`src/rtl/hazard_scoreboard_pkg.sv`:
```
// hazard_pkg: shared definitions for the hazard scoreboard.
//   FWD_RF        fwd_sel code meaning "operand comes from the register file"
//   AW_MAX/SW_MAX storage widths of the table entry fields
//   entry_t       one in-flight write: valid, destination, cycles until result valid
//   sel_width_ok  checks that an SW-bit fwd_sel can encode 0..NSTAGE
package hazard_pkg;

    localparam int unsigned FWD_RF = 0;
    localparam int unsigned AW_MAX = 8;
    localparam int unsigned SW_MAX = 4;

    typedef struct packed {
        logic              v;
        logic [AW_MAX-1:0] rd;
        logic [SW_MAX-1:0] cnt;
    } entry_t;

    function automatic bit sel_width_ok(input int unsigned nstage, input int unsigned sw);
        return (nstage >= 1) && (sw <= SW_MAX) && (nstage < (32'd1 << sw));
    endfunction

endpackage

```
`src/rtl/hazard_scoreboard_if.sv`:
```
// hazard_scoreboard_if: ID-stage / pipeline bus of the hazard scoreboard.
//   master: the core (drives ID fields, flush/hold, stage results, regfile data)
//   slave : the scoreboard (returns resolved operands, fwd_sel, issue/stall, stall_cnt)
interface hazard_scoreboard_if #(
    parameter int unsigned DW     = 32,
    parameter int unsigned AW     = 5,
    parameter int unsigned NRD    = 2,
    parameter int unsigned NSTAGE = 3,
    parameter int unsigned SW     = 2
);
    logic                   id_valid;
    logic [NRD*AW-1:0]      id_src;
    logic [NRD-1:0]         id_src_use;
    logic [AW-1:0]          id_rd;
    logic                   id_regw;
    logic [SW-1:0]          id_lat;
    logic                   flush;
    logic                   hold;
    logic [NSTAGE*DW-1:0]   stage_res;
    logic [NRD*DW-1:0]      rf_rdata;
    logic [NRD*DW-1:0]      src_data;
    logic [NRD*SW-1:0]      fwd_sel;
    logic                   issue;
    logic                   stall;
    logic [15:0]            stall_cnt;

    modport master (
        output id_valid, id_src, id_src_use, id_rd, id_regw, id_lat,
        output flush, hold, stage_res, rf_rdata,
        input  src_data, fwd_sel, issue, stall, stall_cnt
    );

    modport slave (
        input  id_valid, id_src, id_src_use, id_rd, id_regw, id_lat,
        input  flush, hold, stage_res, rf_rdata,
        output src_data, fwd_sel, issue, stall, stall_cnt
    );
endinterface

```
`src/rtl/hazard_scoreboard_track_entry.sv`:
```
// hazard_track_entry: one scoreboard slot mirroring one post-ID pipeline stage.
//   clk, rst    clock, asynchronous active-low reset (clears the slot)
//   en          advance (pipeline not held); when low the slot keeps its contents
//   in_ent      entry arriving from the younger neighbour (or from ID for slot 0)
//   src/src_use ID source addresses and their use flags
//   ent         current slot contents
//   hit         per-port match: used, non-zero source, slot valid, same register
//   ready       result of this slot is already available for forwarding
module hazard_track_entry
    import hazard_pkg::*;
#(
    parameter int unsigned AW  = 5,
    parameter int unsigned NRD = 2,
    parameter bit          DEC = 1'b1   // slot 0 takes the ID countdown as-is
) (
    input  logic              clk,
    input  logic              rst,
    input  logic              en,
    input  entry_t            in_ent,
    input  logic [NRD*AW-1:0] src,
    input  logic [NRD-1:0]    src_use,
    output entry_t            ent,
    output logic [NRD-1:0]    hit,
    output logic              ready
);

    entry_t ent_q;
    entry_t ent_d;

    always_comb begin
        ent_d = ent_q;
        if (en) begin
            ent_d = in_ent;
            if (DEC && (in_ent.cnt != '0)) begin
                ent_d.cnt = in_ent.cnt - SW_MAX'(1);
            end
        end
    end

    always_ff @(posedge clk or negedge rst) begin
        if (!rst) begin
            ent_q <= '0;
        end else begin
            ent_q <= ent_d;
        end
    end

    always_comb begin
        hit = '0;
        for (int unsigned p = 0; p < NRD; p++) begin
            hit[p] = src_use[p] && (src[p*AW +: AW] != '0) && ent_q.v &&
                     (ent_q.rd == AW_MAX'(src[p*AW +: AW]));
        end
    end

    assign ready = (ent_q.cnt == '0);
    assign ent   = ent_q;

endmodule

```
`src/rtl/hazard_scoreboard.sv`:
```
// hazard_scoreboard: tracks in-flight register writes from issue to retirement,
// selects per-operand forwarding sources and stalls ID on unresolved results.
//   clk   clock, rising edge
//   rst   asynchronous reset, active-low
//   bus   hazard_scoreboard_if.slave: ID fields, flush/hold, stage results and
//         regfile data in; src_data, fwd_sel, issue, stall, stall_cnt out
// The interface instance must be built with the same DW/AW/NRD/NSTAGE/SW.
module hazard_scoreboard
    import hazard_pkg::*;
#(
    parameter int unsigned DW     = 32,
    parameter int unsigned AW     = 5,
    parameter int unsigned NRD    = 2,
    parameter int unsigned NSTAGE = 3,
    parameter int unsigned SW     = 2
) (
    input  logic               clk,
    input  logic               rst,
    hazard_scoreboard_if.slave bus
);

    if (!sel_width_ok(NSTAGE, SW) || (AW > AW_MAX) || (AW == 0)) begin : g_param_check
        $error("hazard_scoreboard: NSTAGE/SW/AW out of range");
    end

    localparam logic [SW:0] NST_W = (SW+1)'(NSTAGE);

    entry_t            id_ent;
    entry_t            slot  [NSTAGE];
    logic [NRD-1:0]    hit   [NSTAGE];
    logic [NSTAGE-1:0] ready;

    logic [SW-1:0]     lat_c;
    logic [NRD*SW-1:0] fwd_sel;
    logic [NRD*DW-1:0] src_data;
    logic [NRD-1:0]    found;
    logic              hazard;
    logic              stall;
    logic              issue;
    logic              advance;
    logic [15:0]       stall_cnt_q;
    logic [15:0]       stall_cnt_d;

    assign advance = ~bus.hold;

    // Latency is clamped to 1..NSTAGE so every result is produced before retirement.
    always_comb begin
        lat_c = bus.id_lat;
        if (bus.id_lat == '0) begin
            lat_c = SW'(1);
        end else if ({1'b0, bus.id_lat} > NST_W) begin
            lat_c = SW'(NSTAGE);
        end
    end

    // A stalled or flushed ID produces a bubble (v=0) in slot 0.
    always_comb begin
        id_ent     = '0;
        id_ent.v   = issue & bus.id_regw & (bus.id_rd != '0);
        id_ent.rd  = AW_MAX'(bus.id_rd);
        id_ent.cnt = SW_MAX'(lat_c - SW'(1));
    end

    for (genvar k = 0; k < NSTAGE; k++) begin : g_slot
        entry_t up;
        if (k == 0) begin : g_head
            assign up = id_ent;
        end else begin : g_body
            assign up = slot[k-1];
        end

        hazard_track_entry #(
            .AW  (AW),
            .NRD (NRD),
            .DEC (k != 0)
        ) u_entry (
            .clk     (clk),
            .rst     (rst),
            .en      (advance),
            .in_ent  (up),
            .src     (bus.id_src),
            .src_use (bus.id_src_use),
            .ent     (slot[k]),
            .hit     (hit[k]),
            .ready   (ready[k])
        );
    end

    // Youngest matching slot decides: forward if ready, otherwise hazard.
    always_comb begin
        fwd_sel  = '0;
        src_data = '0;
        found    = '0;
        hazard   = 1'b0;
        for (int unsigned p = 0; p < NRD; p++) begin
            fwd_sel[p*SW +: SW]  = SW'(FWD_RF);
            src_data[p*DW +: DW] = bus.rf_rdata[p*DW +: DW];
            for (int unsigned k = 0; k < NSTAGE; k++) begin
                if (!found[p] && hit[k][p]) begin
                    found[p] = 1'b1;
                    if (ready[k]) begin
                        fwd_sel[p*SW +: SW]  = SW'(k + 1);
                        src_data[p*DW +: DW] = bus.stage_res[k*DW +: DW];
                    end else begin
                        hazard = 1'b1;
                    end
                end
            end
            if (bus.id_src[p*AW +: AW] == '0) begin
                src_data[p*DW +: DW] = '0;
            end
        end
    end

    assign stall = bus.id_valid & hazard;
    assign issue = bus.id_valid & ~stall & ~bus.flush & ~bus.hold;

    always_comb begin
        stall_cnt_d = stall_cnt_q;
        if (stall && !bus.flush && !bus.hold && (stall_cnt_q != '1)) begin
            stall_cnt_d = stall_cnt_q + 16'd1;
        end
    end

    always_ff @(posedge clk or negedge rst) begin
        if (!rst) begin
            stall_cnt_q <= '0;
        end else begin
            stall_cnt_q <= stall_cnt_d;
        end
    end

    assign bus.src_data  = src_data;
    assign bus.fwd_sel   = fwd_sel;
    assign bus.issue     = issue;
    assign bus.stall     = stall;
    assign bus.stall_cnt = stall_cnt_q;

endmodule
```
`src/flat_wrapper.sv`:
```
// flat-port wrapper written by rule: the top's interface ports become plain ports
module hazard_scoreboard_flat import hazard_pkg::*;
#(
    parameter int unsigned DW     = 32,
    parameter int unsigned AW     = 5,
    parameter int unsigned NRD    = 2,
    parameter int unsigned NSTAGE = 3,
    parameter int unsigned SW     = 2
)
  (clk, rst, bus_id_valid, bus_id_src, bus_id_src_use, bus_id_rd, bus_id_regw, bus_id_lat, bus_flush, bus_hold, bus_stage_res, bus_rf_rdata, bus_src_data, bus_fwd_sel, bus_issue, bus_stall, bus_stall_cnt);
  hazard_scoreboard_if #(.DW(DW), .AW(AW), .NRD(NRD), .NSTAGE(NSTAGE), .SW(SW)) bus_i ();
  input  logic clk;
  input  logic rst;
  input wire logic [$bits(bus_i.id_valid)-1:0] bus_id_valid;
  input wire logic [$bits(bus_i.id_src)-1:0] bus_id_src;
  input wire logic [$bits(bus_i.id_src_use)-1:0] bus_id_src_use;
  input wire logic [$bits(bus_i.id_rd)-1:0] bus_id_rd;
  input wire logic [$bits(bus_i.id_regw)-1:0] bus_id_regw;
  input wire logic [$bits(bus_i.id_lat)-1:0] bus_id_lat;
  input wire logic [$bits(bus_i.flush)-1:0] bus_flush;
  input wire logic [$bits(bus_i.hold)-1:0] bus_hold;
  input wire logic [$bits(bus_i.stage_res)-1:0] bus_stage_res;
  input wire logic [$bits(bus_i.rf_rdata)-1:0] bus_rf_rdata;
  output wire logic [$bits(bus_i.src_data)-1:0] bus_src_data;
  output wire logic [$bits(bus_i.fwd_sel)-1:0] bus_fwd_sel;
  output wire logic [$bits(bus_i.issue)-1:0] bus_issue;
  output wire logic [$bits(bus_i.stall)-1:0] bus_stall;
  output wire logic [$bits(bus_i.stall_cnt)-1:0] bus_stall_cnt;
  assign bus_i.id_valid = bus_id_valid;
  assign bus_i.id_src = bus_id_src;
  assign bus_i.id_src_use = bus_id_src_use;
  assign bus_i.id_rd = bus_id_rd;
  assign bus_i.id_regw = bus_id_regw;
  assign bus_i.id_lat = bus_id_lat;
  assign bus_i.flush = bus_flush;
  assign bus_i.hold = bus_hold;
  assign bus_i.stage_res = bus_stage_res;
  assign bus_i.rf_rdata = bus_rf_rdata;
  assign bus_src_data = bus_i.src_data;
  assign bus_fwd_sel = bus_i.fwd_sel;
  assign bus_issue = bus_i.issue;
  assign bus_stall = bus_i.stall;
  assign bus_stall_cnt = bus_i.stall_cnt;
  hazard_scoreboard #(.DW(DW), .AW(AW), .NRD(NRD), .NSTAGE(NSTAGE), .SW(SW)) u_core (.clk(clk), .rst(rst), .bus(bus_i));
endmodule
```
`config.mk`:
```
export PLATFORM = sky130hd
export DESIGN_NAME = hazard_scoreboard_flat
export DESIGN_NICKNAME = d
export VERILOG_FILES = /design/src/rtl/hazard_scoreboard_pkg.sv /design/src/rtl/hazard_scoreboard_if.sv /design/src/rtl/hazard_scoreboard_track_entry.sv /design/src/rtl/hazard_scoreboard.sv /design/src/flat_wrapper.sv
export SDC_FILE = /design/constraint.sdc
export NUM_CORES = 1
export LEC_CHECK = 0
export ABC_AREA = 1
export BUFFER_PORTS_ARGS = -buffer_cell sky130_fd_sc_hd__buf_2
export CORE_MARGIN = 4
export CORE_UTILIZATION = 30
export DETAILED_ROUTE_END_ITERATION = 10
export PLACE_DENSITY = 0.57
export SLEW_MARGIN = 20
export SYNTH_ARGS = -nofsm -noshare
export SYNTH_HDL_FRONTEND = slang
export SYNTH_SLANG_ARGS = --single-unit
```
`constraint.sdc`:
```
create_clock -name clk -period 2.3 [get_ports clk]
set_input_delay 0.115 -clock clk [delete_from_list [all_inputs] [get_ports clk]]
set_output_delay 0.115 -clock clk [all_outputs]
set_load 0.05 [all_outputs]
```
==> summary.md, run 1 <==
| Metric | Value |
|---|---|
| Gpl congestion | `0.9797` |
| Worst r2r dst | `u_core.bus.stall_cnt[9]$_DFFE_PN0P_` |
| Cell area after synthesis | `5456 um2` |
| Clock-pin transition on the worst setup and hold timing paths | `roughly 0.07 ns` |
| Row cnt | `49` |
| Worst setup path class | `reg2out` |
| Placed cells | `roughly 1400` |
| Hold Fails Final Rpt | `0` |
| Top cells by area, synth | `dfrtp_1 21%, o21ai_0 12%, nand2_1 9.4%` |
| Nets@finish | `approximately 1400` |
| Worst IR Drop VDD | `0.3933 mV` |
| DRT iter0 DRCs | `559` |
| Final core occ | `51.60%` |
| Hold path depth | `3` |
| Slew @ Worst Pin | `~0.57 ns` |
| Ys Warns | `0` |
| Post-route DRC | `0` |
| Latest clock arrival within the worst-skew pair | `0.29 ns` |
| Layout Skew | `0.009690 ns` |
| Die Ht | `between 100 and 150 um` |
| Pre-antenna DRT Iters | `5` |
| Max Transition Viols Final | `0` |
| CORE AREA | `roughly 18000 um2` |
| CP startpoint kind | `register` |
| Final Cycle Share | `110.0%` |
| Mux share of post-synthesis cell area | `0.9172%` |
| Fin crit period | `2.531 ns` |
| Combinational fraction of design power | `a little over half` |
| WHS | `0.06075 ns` |
| Internal Power | `2.157 mW` |
| Reg power frac | `roughly 26%` |
| Clock Sinks | `45` |
| Root Buffer | `clkbuf_16` |
| HPWL Detailed | `20.23 mm` |
| Die ar. | `between 20000 and 25000 um2` |
| Vias | `7734` |
| Average size of a mapped cell | `6.236 um2` |
| Clk pwr share | `between 20% and 30%` |
| Flops & latches, synth | `45` |
| Gr ovfl total | `0` |
| Largest net degree at the start of global routing | `35` |
| Adder-cell share of the synthesized area | `0.9172%` |
| Vias in the first global route | `7403` |
| Share of layout cells above drive strength 1 | `between 40 and 50%` |
| Switch share | `44.64%` |
| Avg WL per Cell | `between 20 and 25 um` |
| Failing checks | `negative setup slack` |
| FF-to-FF Start | `u_core.g_slot[1].u_entry.ent[7]$_DFFE_PN0N_` |
| Fmax | `~0.40 GHz` |
| Outcome | `finished, violations left` |
| Setup WS post-layout | `-0.2309 ns` |
| GRT Overall Usage | `25.19%` |
| Post-synthesis compound-gate area fraction | `31.02%` |
| Width of the die | `142.9 um` |
| Max Root-Sink Buffers | `2` |
| Worst Path Required | `around 2.2 ns` |
| Seq/Total Area, Yosys | `20.64%` |
| Lkg Pwr | `between 4 and 5 nW` |
| Post-synth top area share | `20.64%` |
| CP Capture Type | `output port` |
| Via density | `between 5 and 6` |
| Main combinational cell family by area after synthesis | `simple AND/OR/NAND/NOR gates` |
| Unrepaired setup endpoints after global routing | `true` |
| Initial antenna violation count | `2` |
| # port buffers | `270` |
| Max FO, Critical Path | `7` |
| Worst slew margin relative to its limit | `between 60% and 70%` |
| CP Data Arrival Time | `approximately 2.4 ns` |
| Remaining antenna violation count | `0` |
| Htree depth | `2` |
| Max Cap Viol | `0` |
| Synth Area in XOR/XNOR | `1.605%` |
| DP Worst Slack | `0.04709 ns` |
| Initial Util | `30.48%` |
| First-pass GRT wire length | `roughly 41 mm` |
| CTS tree | `yes` |
| Syn nets | `1064` |
| HP Class | `in2reg` |
| Area Growth Syn to Fin | `69.30%` |
| Net switching power | `1.740 mW` |
| Final setup fails | `65` |
| Register-to-Register Setup Slack | `0.01 ns` |
| Unique masters post-synth | `41` |
| Mapped Cells | `875` |
| Total CTS buffers | `5` |
| Path depth of the worst reg2reg path | `15` |
| Pwr Total | `3.897 mW` |
| I/O Pins | `271` |
| Detailed Route WL | `28.58 mm` |
| WHS Endpoint | `u_core.g_slot[0].u_entry.ent[4]$_DFFE_PN0N_` |
| Non-filler instance count after layout | `1424` |
| P per Cell Area | `421.9 nW/um2` |
| Yosys top cell by area | `dfrtp_1` |
| Synth Area in Simple Gates | `33.46%` |
| Hold path start | `bus_id_rd[0]` |
placed cells by master (no fill, tap or decap), types with 33 or more instances in the layout:
master / synthesis / layout
buf_4: 3 / 48
nand2_1: 136 / 127
buf_6: 1 / 75
a21oi_2: 0 / 41
buf_2: 13 / 201
o21ai_1: 9 / 33
o21bai_1: 40 / 36
o21ai_0: 127 / 96
or2_2: 64 / 63
dfrtp_1: 45 / 43
nor2_1: 49 / 44
inv_1: 92 / 83
per-stage QoR:
stage / setup TNS, ns / instance area, um2
after CTS: -4.688 / 8646
after global placement: 0 / 7471
final: -7.307 / 9238
after floorplan: -0.07420 / 5614
after detailed placement: 0 / 7471
after global routing: -15.36 / 9235
power by group through the flow:
stage	clock, mW	combinational, mW	sequential [mW]
after floorplan	0	1.10	1.14
after global routing	0.853	2.28	1.02
after global placement	0	1.86	1.01
after detailed placement	0	1.87	1.01
final	0.798	2.10	1.00
after CTS	0.821	2.02	1.00
metal layers:
layer  vias up  global-route usage, %  wire [um]
met1      3588                  33.25      11620
met3        83                  4.019       2354
met4         2                  9.555       1066
met2       448                  41.42      13530
li1       3613                      -          -
met5         -                      0          7
registers in the layout, summed over array words and instances (netlist names):
name	flops
u_core.bus.stall_cnt	16
u_core.g_slot.u_entry.ent	29
worst max-delay path: stages, from the launching register on:
cell and delay (ns):
dfrtp_1 0.42, buf_4 0.16, xor2_2 0.18, nor2_4 0.10, nand3_4 0.16, nand3_4 0.17
buf_6 0.14, buf_16 0.11, o21ai_0 0.08, o21bai_1 0.18, a21oi_2 0.23, buf_6 0.19
synth_stat cells, drive strengths merged:
cell	count
xor2	8
xnor2	2
nor3	8
nand2	137
inv	103
and2	1
o22ai	8
nand3	44
o221ai	5
o31ai	2
o211a	5
a31oi	34
nand3b	1
o21bai	40
mux2i	5
nor4	5
dfrtp	45
o211ai	2
buf	19
nand4	22
nor2	58
clkinv	1
clkbuf	34
a21oi	65
or2	81
ha	4
o21ai	136
area by class of cell:
cell class | count | area [um2]
clock inverters | 2 | 35.03
repair buffers | 364 | 3054
clock buffers | 5 | 125.1
fillers | 1742 | 8665
well taps | 229 | 286.5
diodes | 2 | 5.005
flip-flops and latches | 45 | 1129
multi-input cells | 673 | 4190
inverters | 104 | 412.9
timing repair:
action / 4_1_cts / 5_1_grt
hold endpoints to repair: 16 / 0
endpoints found under the setup margin: 66 / 83
pin swaps: 29 / 26
buffers inserted: 15 / 22
resized for setup: 225 / 74
hold buffers: 1 / 0
cloned: 8 / 8
how the worst max path moves through the flow:
| stage | start | to | slack, ns | cells past startpoint |
|---|---|---|---|---|
| 2_1_floorplan | u_core.g_slot[0].u_entry.ent[5]$_DFFE_PN0N_ | bus_src_data[59] | -0.03 | 9 |
| 3_3_place_gp | u_core.g_slot[2].u_entry.ent[0]$_DFFE_PN0N_ | bus_src_data[7] | 0.06 | 8 |
| 3_5_place_dp | u_core.g_slot[1].u_entry.ent[7]$_DFFE_PN0N_ | bus_src_data[23] | 0.05 | 12 |
| 4_1_cts | u_core.g_slot[0].u_entry.ent[8]$_DFFE_PN0N_ | bus_src_data[35] | -0.15 | 13 |
| 5_1_grt | u_core.g_slot[0].u_entry.ent[6]$_DFFE_PN0N_ | bus_src_data[49] | -0.32 | 12 |
| 6_report | u_core.g_slot[0].u_entry.ent[6]$_DFFE_PN0N_ | bus_src_data[18] | -0.23 | 11 |
cells by family after synthesis:
logic type               after synthesis
flip-flops                            45
AND/OR/NAND/NOR                      357
AO/OA/AOI/OAI                        297
adder cells (fa/ha/maj)                4
XOR/XNOR                              10
multiplexers                           5
buffers and inverters                157
(Power assumes the default switching activity.)
==> inputs of run 2 (changes only) <==
--- a/config.mk
+++ b/config.mk
@@ -8,9 +8,9 @@
 export ABC_AREA = 1
 export BUFFER_PORTS_ARGS = -buffer_cell sky130_fd_sc_hd__buf_2
 export CORE_MARGIN = 4
-export CORE_UTILIZATION = 30
+export CORE_UTILIZATION = 40
 export DETAILED_ROUTE_END_ITERATION = 10
-export PLACE_DENSITY = 0.57
+export PLACE_DENSITY = 0.72
 export SLEW_MARGIN = 20
 export SYNTH_ARGS = -nofsm -noshare
 export SYNTH_HDL_FRONTEND = slang
==> summary.md, run 2 (same netlist as run 1, synthesis figures left out) <==
| Metric | Value |
|---|---|
| Outcome | `finished, violations left` |
| Failing checks | `negative setup slack` |
| Via density | `5.670 (+4.4%)` |
| Row cnt | `42 (-14%)` |
| Switch share | `44.57% (-0.077 points)` |
| Largest net degree at the start of global routing | `51 (+46%)` |
| Clock Sinks | `45 (unchanged)` |
| Layout Skew | `0.008478 ns (-0.001212 ns)` |
| CTS tree | `yes` |
| Die ar. | `15570 um2 (-24%)` |
| Initial Util | `41.04% (+11 points)` |
| Final setup fails | `57 (-12%)` |
| Gr ovfl total | `0 (unchanged)` |
| Detailed Route WL | `26.12 mm (-8.6%)` |
| Hold path start | `bus_id_rd[0]` |
| GRT Overall Usage | `30.23% (+5.0 points)` |
| Share of layout cells above drive strength 1 | `46.76% (-1.0 points)` |
| Vias in the first global route | `7157 (-3.3%)` |
| Worst Path Required | `2.18 ns (about the same)` |
| Htree depth | `2 (unchanged)` |
| Unrepaired setup endpoints after global routing | `true` |
| Remaining antenna violation count | `0 (unchanged)` |
| Vias | `7660 (-0.96%)` |
| Clk pwr share | `20.8% (+0.3 points)` |
| Commonest non-fill, non-tap cell in the layout | `buf_2` |
| Max reg flops | `29 (unchanged)` |
| Fin crit period | `2.407 ns (-0.1240 ns)` |
| Max Cap Viol | `0 (unchanged)` |
| Reg power frac | `26.2% (+0.5 points)` |
| Register-to-Register Setup Slack | `0.11 ns (+0.10 ns)` |
| # port buffers | `270 (unchanged)` |
| Fmax | `0.4155 GHz (+5.2%)` |
| Max layer used | `met5` |
| WHS | `0.06037 ns (-0.0003862 ns)` |
| Max FO, Critical Path | `23 (+16)` |
| Width of the die | `124.8 um (-13%)` |
| Avg WL per Cell | `19.33 um (-3.7%)` |
| Final Cycle Share | `104.6% (-5.4 points)` |
| Post-Route M1 WL | `10.36 mm (-11%)` |
| Gpl congestion | `0.9993 (+2.0%)` |
| Lkg Pwr | `4.243 nW (-4.9%)` |
| Die Ht | `124.8 um (-13%)` |
| WHS Endpoint | `u_core.g_slot[0].u_entry.ent[4]$_DFFE_PN0N_` |
| Hold path depth | `3 (unchanged)` |
| CP startpoint kind | `register` |
| Area Growth Syn to Fin | `58.77%` |
| CP Capture Type | `output port` |
| Pre-antenna DRT Iters | `5 (unchanged)` |
| Path depth of the worst reg2reg path | `16 (+1)` |
| CORE AREA | `13300 um2 (-26%)` |
| Initial antenna violation count | `4 (+2)` |
| Root Buffer | `clkbuf_16` |
| FF-to-FF Start | `u_core.g_slot[1].u_entry.ent[8]$_DFFE_PN0N_` |
| Final core occ | `65.16% (+14 points)` |
| Worst setup path class | `reg2out` |
| First-pass GRT wire length | `39.05 mm (-5.2%)` |
| Net switching power | `1.701 mW (-2.2%)` |
| Setup WS post-layout | `-0.1069 ns (+0.1240 ns)` |
| Max Root-Sink Buffers | `2 (unchanged)` |
| P per Cell Area | `440.6 nW/um2 (+4.5%)` |
| Max Transition Viols Final | `0 (unchanged)` |
| Nets@finish | `1361 (-1.5%)` |
| Worst r2r dst | `u_core.bus.stall_cnt[9]$_DFFE_PN0P_` |
| HPWL Detailed | `18.48 mm (-8.7%)` |
| Worst slew margin relative to its limit | `59.33% (-2.6 points)` |
| Hold Fails Final Rpt | `0 (unchanged)` |
| Worst IR Drop VDD | `0.6681 mV (+70%)` |
| HP Class | `in2reg` |
| DR WL met2 | `11.98 mm (-11%)` |
| Wire length on met3 | `2.753 mm (+17%)` |
| Internal Power | `2.116 mW (-1.9%)` |
| Most frequent cells in the layout | `202 x buf_2, 133 x nand2_1, 97 x o21ai_0, 84 x inv_1, 64 x or2_2` |
| Total CTS buffers | `5 (unchanged)` |
| I/O Pins | `271 (unchanged)` |
| Post-route DRC | `0 (unchanged)` |
| Latest clock arrival within the worst-skew pair | `0.29 ns (about the same)` |
| CP Data Arrival Time | `2.29 ns (-0.13 ns)` |
| DRT iter0 DRCs | `822 (+47%)` |
| Clock-pin transition on the worst setup and hold timing paths | `0.07 ns (about the same)` |
| Slew @ Worst Pin | `0.6078 ns (+0.03667 ns)` |
| Combinational fraction of design power | `53.0% (-0.8 points)` |
[run 2: what timing repair did]
item                                    CTS  global route
pin swaps                                19            34
gates cloned                              2             7
endpoints found under the setup margin   67            80
endpoints found under the hold margin    11             0
hold buffers                              1             0
buffers inserted                         19             8
gates resized for setup                 175            77
[run 2: worst max-delay path by stage]
| stage | from | endpoint |
|---|---|---|
| 2_1_floorplan | u_core.g_slot[0].u_entry.ent[5]$_DFFE_PN0N_ | bus_src_data[59] |
| 3_3_place_gp | u_core.g_slot[0].u_entry.ent[7]$_DFFE_PN0N_ | bus_src_data[31] |
| 3_5_place_dp | u_core.g_slot[0].u_entry.ent[8]$_DFFE_PN0N_ | bus_src_data[17] |
| 4_1_cts | u_core.g_slot[0].u_entry.ent[6]$_DFFE_PN0N_ | bus_issue |
| 5_1_grt | u_core.g_slot[1].u_entry.ent[8]$_DFFE_PN0N_ | bus_src_data[1] |
| 6_report | u_core.g_slot[0].u_entry.ent[7]$_DFFE_PN0N_ | bus_src_data[63] |
[run 2: metal layers]
metal / GRT usage (%) / vias to the layer above
li1: - / 3582
met1: 40.64 / 3498
met2: 50.13 / 492
met3: 5.575 / 86
met4: 7.544 / 2
met5: 0 / -
[run 2: metrics by stage]
stage	setup WS (ns)	total power, mW	cells	instance area, um2	setup TNS [ns]
final	-0.1069	3.817	1351	8663	-2.026
after global routing	-0.2225	4.055	1350	8661	-10.69
after CTS	-0.07804	3.777	1333	8165	-1.507
after detailed placement	-0.005516	2.852	1304	7302	-0.005516
after global placement	0.02543	2.838	1304	7302	0
after floorplan	-0.02737	2.240	875	5614	-0.07420
[run 2: area by class of cell]
type                       instances  area, um2
sequential                        45       1126
inverter                         104      411.6
clock buffer                       5      125.1
multi-input combinational        673       4163
fill                            1213       4632
tap                              176      220.2
antenna                            3      7.507
timing repair buffer             343       2575
clock inverter                     2      35.03
[run 2: power groups by stage]
stage               logic [mW]  clock network, mW  registers [mW]
finish                    2.02              0.794            1.00
global route              2.19              0.843            1.02
CTS                       1.97              0.814           0.997
detailed placement        1.85                  0            1.01
global placement          1.84                  0            1.00
floorplan                 1.10                  0            1.14
[run 2: critical path, cell delays in order (launching register included)]
cell	delay (ns)
dfrtp_1	0.42
a21oi_1	0.17
nand2_1	0.08
nor2_2	0.13
nand3_4	0.14
nor2_4	0.22
inv_4	0.14
or2_2	0.29
nand3_1	0.09
a31oi_2	0.10
buf_4	0.20
==> inputs of run 3 (changes only) <==
--- a/config.mk
+++ b/config.mk
@@ -9,6 +9,7 @@
 export BUFFER_PORTS_ARGS = -buffer_cell sky130_fd_sc_hd__buf_2
 export CORE_MARGIN = 4
 export CORE_UTILIZATION = 40
+export CTS_BUF_LIST = sky130_fd_sc_hd__clkbuf_8
 export DETAILED_ROUTE_END_ITERATION = 10
 export PLACE_DENSITY = 0.72
 export SLEW_MARGIN = 20
==> summary.md, run 3 (same netlist as run 1, synthesis figures left out) <==
| Metric | Value |
|---|---|
| Outcome | `finished, violations left` |
| Failing checks | `negative setup slack` |
| Final Cycle Share | `105.6% (+1.0 points)` |
| Nets@finish | `1372 (+0.81%)` |
| Non-filler instance count after layout | `1363 (+0.89%)` |
| Placed cells | `1304 (unchanged)` |
| Detailed Route WL | `26.70 mm (+2.2%)` |
| Gpl congestion | `0.9993 (unchanged)` |
| Latest clock arrival within the worst-skew pair | `0.31 ns (+0.02 ns)` |
| Via density | `5.726 (+1.0%)` |
| Clock-pin transition on the worst setup and hold timing paths | `0.09 ns (+0.02 ns)` |
| Most frequent cells in the layout | `202 x buf_2, 131 x nand2_1, 91 x o21ai_0, 85 x inv_1, 74 x buf_6` |
| Max Root-Sink Buffers | `2 (unchanged)` |
| Area Growth Syn to Fin | `61.04%` |
| P per Cell Area | `415.3 nW/um2 (-5.7%)` |
| Slew @ Worst Pin | `0.5921 ns (-0.01575 ns)` |
| Max Transition Viols Final | `0 (unchanged)` |
| CP Capture Type | `output port` |
| Avg WL per Cell | `19.59 um (+1.3%)` |
| CTS tree | `yes` |
| Fin crit period | `2.430 ns (+0.02295 ns)` |
| Post-route DRC | `0 (unchanged)` |
| Clock Sinks | `45 (unchanged)` |
| Max Cap Viol | `0 (unchanged)` |
| Layout Skew | `0.01329 ns (+0.004815 ns)` |
| Remaining antenna violation count | `0 (unchanged)` |
| Width of the die | `124.8 um (unchanged)` |
| Final core occ | `66.09% (+0.93 points)` |
| Htree depth | `2 (unchanged)` |
| Vias in the first global route | `7256 (+1.4%)` |
| Unrepaired setup endpoints after global routing | `true` |
| HPWL Detailed | `18.48 mm (unchanged)` |
| Fmax | `0.4115 GHz (-0.94%)` |
| CORE AREA | `13300 um2 (unchanged)` |
| # port buffers | `270 (unchanged)` |
| Gr ovfl total | `0 (unchanged)` |
| CP startpoint kind | `register` |
| Worst Path Required | `2.18 ns (about the same)` |
| Initial antenna violation count | `7 (+3)` |
| Worst slew margin relative to its limit | `60.38% (+1.1 points)` |
| Final setup fails | `66 (+16%)` |
| Worst setup path class | `reg2out` |
| Initial Util | `41.04% (unchanged)` |
| Root Buffer | `clkbuf_8` |
| First-pass GRT wire length | `39.68 mm (+1.6%)` |
| Commonest non-fill, non-tap cell in the layout | `buf_2` |
| CP Data Arrival Time | `2.31 ns (+0.02 ns)` |
| GRT Overall Usage | `30.79% (+0.56 points)` |
| Lkg Pwr | `4.307 nW (+1.5%)` |
| Die Ht | `124.8 um (unchanged)` |
| Vias | `7805 (+1.9%)` |
| DRT iter0 DRCs | `867 (+5.5%)` |
| Setup WS post-layout | `-0.1299 ns (-0.02295 ns)` |
| Max reg flops | `29 (unchanged)` |
| Die ar. | `15570 um2 (unchanged)` |
| I/O Pins | `271 (unchanged)` |
| Max FO, Critical Path | `25 (+8.7%)` |
| Share of layout cells above drive strength 1 | `47.51% (+0.75 points)` |
| Largest net degree at the start of global routing | `51 (unchanged)` |
| Hold Fails Final Rpt | `0 (unchanged)` |
| Fillers | `1188 (-2.1%)` |
| Total CTS buffers | `5 (unchanged)` |
| Row cnt | `42 (unchanged)` |
| Pre-antenna DRT Iters | `5 (unchanged)` |
| HP Class | `in2reg` |
| Worst IR Drop VDD | `0.4806 mV (-28%)` |
[run 3: final timing paths]
check | end | cells past startpoint | slack (ns) | from
worst min-delay path | u_core.g_slot[0].u_entry.ent[4]$_DFFE_PN0N_ | 3 | 0.04 | bus_id_rd[0]
worst min register to register | u_core.g_slot[2].u_entry.ent[12]$_DFFE_PN0N_ | 2 | 0.52 | u_core.g_slot[2].u_entry.ent[12]$_DFFE_PN0N_
max in group asynchronous | u_core.g_slot[0].u_entry.ent[7]$_DFFE_PN0N_ | 3 | 1.36 | rst
min in group asynchronous | u_core.g_slot[0].u_entry.ent[0]$_DFFE_PN0N_ | 2 | 0.20 | rst
worst max register to register | u_core.bus.stall_cnt[9]$_DFFE_PN0P_ | 13 | 0.10 | u_core.g_slot[0].u_entry.ent[7]$_DFFE_PN0N_
worst max-delay path | bus_src_data[47] | 13 | -0.13 | u_core.g_slot[1].u_entry.ent[8]$_DFFE_PN0N_
[run 3: metal layers]
metal | share of wire (%) | vias up | GRT usage (%)
met4 | 4.2 | 4 | 8.704
met5 | 0.075 | - | 0
met3 | 10 | 106 | 6.003
met1 | 40 | 3566 | 41.20
li1 | - | 3594 | -
met2 | 46 | 535 | 50.54
[run 3: worst max-delay path, cell delays in order (launching register included)]
cell,delay (ns)
dfrtp_1,0.43
inv_2,0.08
nand2_1,0.06
nand2_1,0.06
nand2_1,0.06
nor2_2,0.10
nand3_2,0.13
inv_2,0.10
nand3_2,0.13
clkbuf_16,0.25
o21ai_0,0.16
a31oi_1,0.06
nor2_1,0.18
buf_6,0.19
[run 3: timing repair]
| action | in CTS | in global routing |
|---|---|---|
| gates resized for setup | 173 | 111 |
| setup endpoints to repair | 68 | 79 |
| cloned | 4 | 5 |
| hold endpoints to repair | 11 | 0 |
| hold buffers | 1 | 0 |
| setup buffers | 22 | 18 |
| pin swaps | 11 | 16 |
[run 3: cell type report]
| cell class | count | area [um2] | share of cell area, % |
|---|---|---|---|
| Multi-Input combinational cell | 673 | 4182 | 47.59 |
| Sequential cell | 45 | 1127 | 12.83 |
| Inverter | 104 | 406.6 | 4.628 |
| Clock buffer | 5 | 68.82 | 0.7831 |
| Timing Repair inverter | 2 | 15.01 | 0.1709 |
| Clock inverter | 2 | 35.03 | 0.3987 |
| Tap cell | 176 | 220.2 | 2.506 |
| Timing Repair Buffer | 352 | 2723 | 30.98 |
| Antenna cell | 4 | 10.01 | 0.1139 |
[run 3: through the flow]
stage	cell area, um2	power (mW)	setup WS, ns	hold slack (ns)	TNS [ns]
after floorplan	5614	2.240	-0.02737	-0.1806	-0.07420
after global placement	7302	2.838	0.02543	0.001329	0
after detailed placement	7302	2.852	-0.005516	0.003624	-0.005516
after CTS	8225	3.573	-0.09160	0.02994	-2.613
after global routing	8787	3.877	-0.2661	0.06155	-12.56
final	8787	3.650	-0.1299	0.03514	-5.217
[run 3: power by group]
part           switching [mW]  leakage (nW)  internal (mW)
combinational            1.32          3.74          0.729
clock                   0.282        0.0540          0.316
sequential              0.101         0.516          0.899
